**src/rtl/hdmi_text_pkg.sv**
```systemverilog
// Shared types and constants for the HDMI text controller register front-end.
package hdmi_text_pkg;

    localparam int         VRAM_WORDS  = 600;
    localparam int         CTRL_WORD   = VRAM_WORDS;
    localparam logic [1:0] RESP_OKAY   = 2'b00;
    localparam logic [1:0] RESP_SLVERR = 2'b10;

    typedef enum logic [2:0] {
        W_IDLE,
        W_HAVE_A,
        W_HAVE_D,
        W_EXEC,
        W_RESP
    } wfsm_t;

    typedef enum logic [1:0] {
        R_IDLE,
        R_MEM,
        R_DATA
    } rfsm_t;

    // Merge new_word into old_word, taking only the bytes whose strobe bit is set.
    function automatic logic [31:0] apply_strobes(input logic [31:0] old_word,
                                                  input logic [31:0] new_word,
                                                  input logic [3:0]  strb);
        logic [31:0] result;
        result = old_word;
        for (int i = 0; i < 4; i++) begin
            if (strb[i]) begin
                result[8*i +: 8] = new_word[8*i +: 8];
            end
        end
        return result;
    endfunction

endpackage

```
**src/rtl/hdmi_text_axi_regif.sv**
```systemverilog
// AXI4-Lite slave that maps the VRAM word port and the colour control register.
// Writes own the shared memory address for their single execute cycle; reads
// present the address during the AR handshake and sample VRAM one cycle later.
module hdmi_text_axi_regif
    import hdmi_text_pkg::*;
#(
    parameter int C_AXI_DATA_WIDTH = 32,
    parameter int C_AXI_ADDR_WIDTH = 32,
    parameter int VRAM_WORDS       = hdmi_text_pkg::VRAM_WORDS
) (
    input  logic                          axi_aclk,
    input  logic                          axi_aresetn,
    input  logic [C_AXI_ADDR_WIDTH-1:0]   axi_awaddr,
    input  logic [2:0]                    axi_awprot,
    input  logic                          axi_awvalid,
    output logic                          axi_awready,
    input  logic [C_AXI_DATA_WIDTH-1:0]   axi_wdata,
    input  logic [C_AXI_DATA_WIDTH/8-1:0] axi_wstrb,
    input  logic                          axi_wvalid,
    output logic                          axi_wready,
    output logic [1:0]                    axi_bresp,
    output logic                          axi_bvalid,
    input  logic                          axi_bready,
    input  logic [C_AXI_ADDR_WIDTH-1:0]   axi_araddr,
    input  logic [2:0]                    axi_arprot,
    input  logic                          axi_arvalid,
    output logic                          axi_arready,
    output logic [C_AXI_DATA_WIDTH-1:0]   axi_rdata,
    output logic [1:0]                    axi_rresp,
    output logic                          axi_rvalid,
    input  logic                          axi_rready,
    output logic [9:0]                    mem_addr,
    output logic [3:0]                    mem_we,
    output logic [31:0]                   mem_wdata,
    input  logic [31:0]                   mem_rdata,
    output logic [31:0]                   ctrl_reg
);

    localparam logic [9:0] CTRL_IDX = 10'(VRAM_WORDS);

    wfsm_t       w_state, w_next;
    rfsm_t       r_state, r_next;
    logic        run_q;
    logic [9:0]  w_word_q;
    logic [31:0] w_data_q;
    logic [3:0]  w_strb_q;
    logic [1:0]  bresp_q;
    logic [9:0]  r_word_q;
    logic [31:0] rdata_q;
    logic [1:0]  rresp_q;
    logic [9:0]  aw_word;
    logic [9:0]  ar_word;
    logic        aw_hs, w_hs, ar_hs;
    logic        w_is_vram, w_is_ctrl;
    logic        unused_bits;

    assign aw_word   = axi_awaddr[11:2];
    assign ar_word   = axi_araddr[11:2];
    assign w_is_vram = (w_word_q < CTRL_IDX);
    assign w_is_ctrl = (w_word_q == CTRL_IDX);

    // Readies stay low while in reset and for the first cycle after it.
    assign axi_awready = run_q && ((w_state == W_IDLE) || (w_state == W_HAVE_D));
    assign axi_wready  = run_q && ((w_state == W_IDLE) || (w_state == W_HAVE_A));
    assign axi_arready = run_q && (r_state == R_IDLE) && (w_state != W_EXEC);
    assign aw_hs       = axi_awvalid && axi_awready;
    assign w_hs        = axi_wvalid && axi_wready;
    assign ar_hs       = axi_arvalid && axi_arready;

    assign axi_bvalid = (w_state == W_RESP);
    assign axi_bresp  = bresp_q;
    assign axi_rvalid = (r_state == R_DATA);
    assign axi_rdata  = rdata_q;
    assign axi_rresp  = rresp_q;

    // The execute cycle owns the memory port; otherwise it follows the read side.
    assign mem_addr  = (w_state == W_EXEC) ? w_word_q :
                       (r_state == R_IDLE) ? ar_word : r_word_q;
    assign mem_we    = ((w_state == W_EXEC) && w_is_vram) ? w_strb_q : 4'h0;
    assign mem_wdata = w_data_q;

    assign unused_bits = ^{axi_awprot, axi_arprot,
                           axi_awaddr[C_AXI_ADDR_WIDTH-1:12], axi_awaddr[1:0],
                           axi_araddr[C_AXI_ADDR_WIDTH-1:12], axi_araddr[1:0]};

    // State registers for both channel FSMs plus the post-reset enable flag.
    always_ff @(posedge axi_aclk or negedge axi_aresetn) begin
        if (!axi_aresetn) begin
            w_state <= W_IDLE;
            r_state <= R_IDLE;
            run_q   <= 1'b0;
        end else begin
            w_state <= w_next;
            r_state <= r_next;
            run_q   <= 1'b1;
        end
    end

    // Write FSM: collect AW and W in either order, execute once, then respond.
    always_comb begin
        w_next = w_state;
        unique case (w_state)
            W_IDLE: begin
                if (aw_hs && w_hs) w_next = W_EXEC;
                else if (aw_hs)    w_next = W_HAVE_A;
                else if (w_hs)     w_next = W_HAVE_D;
            end
            W_HAVE_A: if (w_hs)       w_next = W_EXEC;
            W_HAVE_D: if (aw_hs)      w_next = W_EXEC;
            W_EXEC:                   w_next = W_RESP;
            W_RESP:   if (axi_bready) w_next = W_IDLE;
            default:                  w_next = W_IDLE;
        endcase
    end

    // Read FSM: one cycle for the VRAM to answer, then hold the beat until taken.
    always_comb begin
        r_next = r_state;
        unique case (r_state)
            R_IDLE:   if (ar_hs)      r_next = R_MEM;
            R_MEM:                    r_next = R_DATA;
            R_DATA:   if (axi_rready) r_next = R_IDLE;
            default:                  r_next = R_IDLE;
        endcase
    end

    // Write datapath: hold address/data/strobes, apply ctrl writes, latch response.
    always_ff @(posedge axi_aclk or negedge axi_aresetn) begin
        if (!axi_aresetn) begin
            w_word_q <= '0;
            w_data_q <= '0;
            w_strb_q <= '0;
            bresp_q  <= RESP_OKAY;
            ctrl_reg <= '0;
        end else begin
            if (aw_hs) w_word_q <= aw_word;
            if (w_hs) begin
                w_data_q <= axi_wdata;
                w_strb_q <= axi_wstrb;
            end
            if (w_state == W_EXEC) begin
                if (w_is_ctrl) ctrl_reg <= apply_strobes(ctrl_reg, w_data_q, w_strb_q);
                bresp_q <= (w_is_vram || w_is_ctrl) ? RESP_OKAY : RESP_SLVERR;
            end
        end
    end

    // Read datapath: remember the word and capture the decoded read value.
    always_ff @(posedge axi_aclk or negedge axi_aresetn) begin
        if (!axi_aresetn) begin
            r_word_q <= '0;
            rdata_q  <= '0;
            rresp_q  <= RESP_OKAY;
        end else begin
            if (ar_hs) r_word_q <= ar_word;
            if (r_state == R_MEM) begin
                if (r_word_q < CTRL_IDX) begin
                    rdata_q <= mem_rdata;
                    rresp_q <= RESP_OKAY;
                end else if (r_word_q == CTRL_IDX) begin
                    rdata_q <= ctrl_reg;
                    rresp_q <= RESP_OKAY;
                end else begin
                    rdata_q <= '0;
                    rresp_q <= RESP_SLVERR;
                end
            end
        end
    end

endmodule

```
**config.mk**
```make
export PLATFORM = sky130hd
export DESIGN_NAME = hdmi_text_axi_regif
export DESIGN_NICKNAME = d
export VERILOG_FILES = /design/src/rtl/hdmi_text_pkg.sv /design/src/rtl/hdmi_text_axi_regif.sv
export SDC_FILE = /design/constraint.sdc
export NUM_CORES = 1
export LEC_CHECK = 0
export BUFFER_PORTS_ARGS = -buffer_cell sky130_fd_sc_hd__buf_4
export CELL_PAD_IN_SITES_DETAIL_PLACEMENT = 0
export CELL_PAD_IN_SITES_GLOBAL_PLACEMENT = 1
export CORE_ASPECT_RATIO = 0.5
export CORE_UTILIZATION = 32
export DETAILED_ROUTE_END_ITERATION = 10
export GPL_TIMING_DRIVEN = 0
export PLACE_DENSITY_LB_ADDON = 0.1
export SLEW_MARGIN = 25
export SYNTH_ARGS = -nofsm -noshare
export SYNTH_HDL_FRONTEND = slang
export SYNTH_SLANG_ARGS = --single-unit
export TNS_END_PERCENT = 30
```
**constraint.sdc**
```tcl
create_clock -name axi_aclk -period 1.9 [get_ports axi_aclk]
set_input_delay 0 -clock axi_aclk [delete_from_list [all_inputs] [get_ports axi_aclk]]
set_output_delay 0 -clock axi_aclk [all_outputs]
set_load 0.01 [all_outputs]
```
### Word-level counts from Yosys, hierarchy flattened

Cells that the tools add are included.

| word-level totals | value |
|---|---|
| flip-flop bits (word level) | 130 |
| bits of input ports | 145 |

| operators by class | value |
|---|---|
| eq/ne operators | 15 |
| reductions and logical operators | 20 |
| order comparisons | 2 |
| multiplexer cells | 18 |

Operator list:

| operator | count |
|---|---|
| 32-bit two-way mux | 2 |
| 10-bit equality test, second input constant | 2 |
| 10-bit less-than comparator, second input constant | 2 |
| 10-bit two-way mux | 2 |
| 3-bit two-way mux | 6 |
| 3-bit one-hot mux with 5 select lines | 1 |
| 3-bit AND reduction | 4 |
| 2-bit two-way mux | 5 |
| 1-bit logical AND | 9 |
| 3-bit by 2-bit equality test with 1-bit output, second input constant | 2 |
| 2-bit inequality test, second input constant | 3 |
| 2-bit one-hot mux with 3 select lines | 1 |
| 4-bit two-way mux | 1 |
| 2-bit by 1-bit inequality test with 1-bit output, second input constant | 2 |
| 4-bit by 3-bit inequality test with 1-bit output, second input constant | 1 |
| 4-bit AND reduction | 1 |
| 3-bit by 1-bit equality test with 1-bit output, second input constant | 1 |
| 3-bit equality test, second input constant | 1 |
| 3-bit logical NOT | 1 |
| 1-bit logical OR | 3 |
| 3-bit by 2-bit inequality test with 1-bit output, second input constant | 1 |
| 2-bit by 1-bit equality test with 1-bit output, second input constant | 1 |
| 2-bit equality test, second input constant | 1 |
| 2-bit logical NOT | 1 |
| 2-bit AND reduction | 1 |

### Depth between registers and ports, before layout

| logic depth | value |
|---|---|
| depth in word-level cells | 8 |
| depth in mapped cells | 5 |
| gate-level depth less buffers | 3 |

### Worst setup path before layout

No wires, ideal clock.

| timing | value |
|---|---|
| kind | register to register |
| start point | register w_word_q[2] |
| end point | register ctrl_reg[10] |
| path buffers | 1 |
| cell stages (with the launch flop) | 5 |
| arrival | 1.872 ns |
| required time | 1.775 ns |
| setup slack | -0.097 ns |
| path through | dfrtp_1 or4b_1 buf_4 nor4_4 mux2_2 |

| on the way | value |
|---|---|
| longest elaborated chain between the ends | 2 |

Ends and longest elaborated chain:

| item | line | source |
|---|---|---|
| from (decl) | hdmi_text_axi_regif.sv:44 | `logic [9:0] w_word_q;` |
| from (signal assigned) | hdmi_text_axi_regif.sv:136 | `if (aw_hs) w_word_q <= aw_word;` |
| 10-bit equality test | hdmi_text_axi_regif.sv:60 | `assign w_is_ctrl = (w_word_q == CTRL_IDX);` |
| 3-bit AND reduction (no source line) | - |  |
| to (signal assigned) | hdmi_text_axi_regif.sv:142 | `if (w_is_ctrl) ctrl_reg <= apply_strobes(ctrl_reg, w_data_q, w_strb_q);` |
| to (decl) | hdmi_text_axi_regif.sv:36 | `output logic [31:0] ctrl_reg` |

Every way passes these cells.
A chain may end at the register's enable or synchronous reset.

### Final worst setup path

| timing | value |
|---|---|
| start point | register w_word_q[1] |
| end point | register ctrl_reg[13] |

The elaborated chain is that of the path after synthesis.

==> flow_summary.toml <==
[status]
status = "finished with violations"
violations = "setup timing"

[clock_tree]
h-tree-depth = 4
clk-insertion-delay-late_ns = 0.41
cts-root-buf = "clkbuf_16"
numCtsBuffers = 17
cts.clk_slew.worst_paths_ns = 0.06
cts_tree = "done"
cts_sinks = 128
cts.path.max_buffers = 2

[timing]
setup_viol = 15
fin_ws_ns = -0.00982
hold_viol = 0
fin_worst_skew_ns = 0.00732
rsz0062_at_grt = "true"
tightest_slew_ns = 0.600
fmax_mhz = 524
min_period_over_period_pct = 101
relSlewSlack_pct = 59.9
slew_viol_final = 0
min_period_ns = 1.91

[route]
drt-total-wl_um = 15900
drtIter0Drc = 114
vias_per_cell = 4.62
vias = 4455
ant_nets = 0
drcViolationCount = 0
routedWlPerCell_um = 16.5
firstDrtPassIters = 4

[global_routing]
gr-usage-met2_pct = 29.9
grt_pass1_wl_um = 25000
use_met3_pct = 5.83
met1_usage_pct = 23.9
grt.busiest_layer = "met2"
antenna_found_initial = 0
grt_usage_pct = 18.5
grt_start_max_net_pins = 88
grt.overflow.total = 0
grt_pass1_vias = 4680

[critical_path]
r2r_slack_ns = -0.01
worstSetupPathType = "reg2reg"
worstSetupEndpointType = "register"
reg2reg_from = "w_word_q[1]"
startpoint_type = "register"
crit_required_ns = 2.20
path_max_fanout = 8
rr_endpoint = "ctrl_reg[13]"
arrival_ns = 2.21
r2r_cells = 5

[placed_design]
hpwl_um = 10900
dpl-instance-area_um2 = 7430
finalWeightedCongestion = 0.729
portBuffers = 211
dp_cells = 829
dp_slack_ns = -0.434

[synthesis]
yosys-top-cells-count = "dfrtp_1 (128), mux2_2 (86), mux2i_1 (42), o2bb2ai_1 (32)"
ys_ff_latch = 128
yosysMostFrequentCell = "dfrtp_1"
async_reset_ff_share_pct = 100
synth-edff-count = 0
syn-cell-area_um2 = 5510
syn_inst = 388
synthAdderAreaFrac_pct = 0
synthDominantCellAreaShare_pct = 58.1
synth.area.top_cells = "dfrtp_1 (58%), mux2_2 (18%), mux2i_1 (7.6%), o2bb2ai_1 (5.1%), nor4_4 (1.5%)"
synthFlopType = "dfrtp_1"
synthSimpleGateAreaFrac_pct = 6.42
synth_area_leader_cell = "dfrtp_1"
synth_compound_area_share_pct = 7.47
synth_area_per_cell_um2 = 14.2
ys_seq_area_share_pct = 58.1
synth_top_family_by_area = "multiplexers"
yosysWarnings = 0
synthMuxAreaShare_pct = 25.6
synthXorXnorAreaFrac_pct = 0
yosysUniqueCellTypes = 36

[pwr]
p_total_w = 0.0122
power_leakage_nw = 4.52
peakVddDrop_uv = 757
p_per_area_nw_per_um2 = 1330

[flow_run]
drv_cap = 0

[final_layout]
utilization_pct = 55.3
drive_above_1_share_pct = 52.5
nets = 869
diodes = 0
fin_area_um2 = 9170
fin_cells = 964
syn_to_final_growth_pct = 66.3

[floorplan]
core_um2 = 16600
die-area_um2 = 17800
initial_core_util_pct = 33.2
ioPinCount = 264
die_y_um = 94.8
die_width_um = 188
rows = 33

[worst_hold_path]
hold_class = "in2async"
==> layout by cell type, fill, tap and decap left out, types with 2 or more instances in the layout <==
| cell | synthesis | final |
|---|---|---|
| buf_4 | 3 | 225 |
| clkbuf_4 | 0 | 5 |
| nor4bb_1 | 3 | 3 |
| o2bb2ai_1 | 32 | 32 |
| buf_12 | 0 | 2 |
| clkinv_2 | 0 | 3 |
| clkinvlp_4 | 0 | 6 |
| nor3b_1 | 3 | 3 |
| buf_6 | 0 | 4 |
| dfrtp_2 | 0 | 3 |
| mux2i_1 | 42 | 42 |
| mux2_2 | 86 | 86 |
| nor4_4 | 4 | 5 |
| nor2_1 | 12 | 12 |
| a21boi_1 | 0 | 2 |
| clkbuf_8 | 0 | 2 |
| dfrtp_1 | 128 | 125 |
| or3b_2 | 4 | 3 |
| clkbuf_16 | 0 | 17 |
| bufinv_16 | 0 | 2 |
| a21oi_1 | 11 | 11 |
| conb_1 | 2 | 3 |
| mux2_1 | 2 | 2 |
| clkbuf_2 | 0 | 4 |
| nand4_1 | 2 | 2 |
| dlygate4sd3_1 | 0 | 92 |
| or2_4 | 0 | 2 |
| a21boi_2 | 0 | 3 |
| inv_1 | 5 | 5 |
| nand2b_1 | 4 | 3 |
| buf_2 | 5 | 5 |
==> logic make-up (layout without fill, tap and decap cells) <==
kind of cell,after synthesis,count (layout)
AOI/OAI and AO/OA,53,53
other,2,3
muxes,130,130
and+or+nand+nor,46,46
buffers and inverters,29,377
DFF,128,128
==> power breakdown <==
group | internal (W) | switching (W) | leakage (nW)
Clock | 0.00200 | 0.00126 | 0.273
Combinational | 0.00257 | 0.00188 | 2.66
Sequential | 0.00375 | 0.000783 | 1.59
==> per-stage QoR <==
stage	setup TNS [ns]	hold WS, ns
6_report	-0.0989	0.0549
5_1_grt	-2.36	0.0700
4_1_cts	-0.00540	0.0588
3_5_place_dp	-30.62	-0.0909
3_3_place_gp	-53.84	0.211
2_1_floorplan	-0.755	-0.296
==> critical path: stages (launching register included) <==
cell and delay [ns]:
dfrtp_1 0.40, or4b_4 0.52, buf_6 0.16, nor4_4 0.20, buf_12 0.18, mux2_2 0.33
==> metal layers <==
metal / wire, um / vias up
li1: - / 2113
met1: 7350 / 2211
met2: 7520 / 118
met3: 852 / 13
met4: 167 / 0
met5: 0 / -
==> area by class of cell <==
class                   count  area [um2]
fillers                  1468        7430
clock inverters            13         138
well taps                 227         284
inverters                   5        18.8
plain buffers              22         156
multi-input cells         232        2240
repair buffers            318        2680
flip-flops and latches    128        3210
clock buffers              19         453
==> what timing repair did <==
item | in CTS | in global routing
gates resized for setup | 36 | 19
hold buffers | 92 | 0
pin swaps | 6 | 2
hold endpoints to repair | 218 | 0
setup endpoints to repair | 118 | 112
cloned | 0 | 0
setup buffers | 13 | 0
==> worst max-delay path by stage <==
stage	start	to	slack, ns	depth (start not counted)
floorplan	w_word_q[2]	ctrl_reg[24]	-0.09	4
global placement	r_state[1]	axi_rdata[28]	-1.06	5
detailed placement	w_word_q[2]	ctrl_reg[30]	-0.43	4
CTS	w_state[2]	mem_we[3]	-0.005	5
global route	r_state[1]	mem_addr[3]	-0.08	5
finish	w_word_q[1]	ctrl_reg[13]	-0.01	5
No activity file was read; power rests on OpenSTA's default activity.
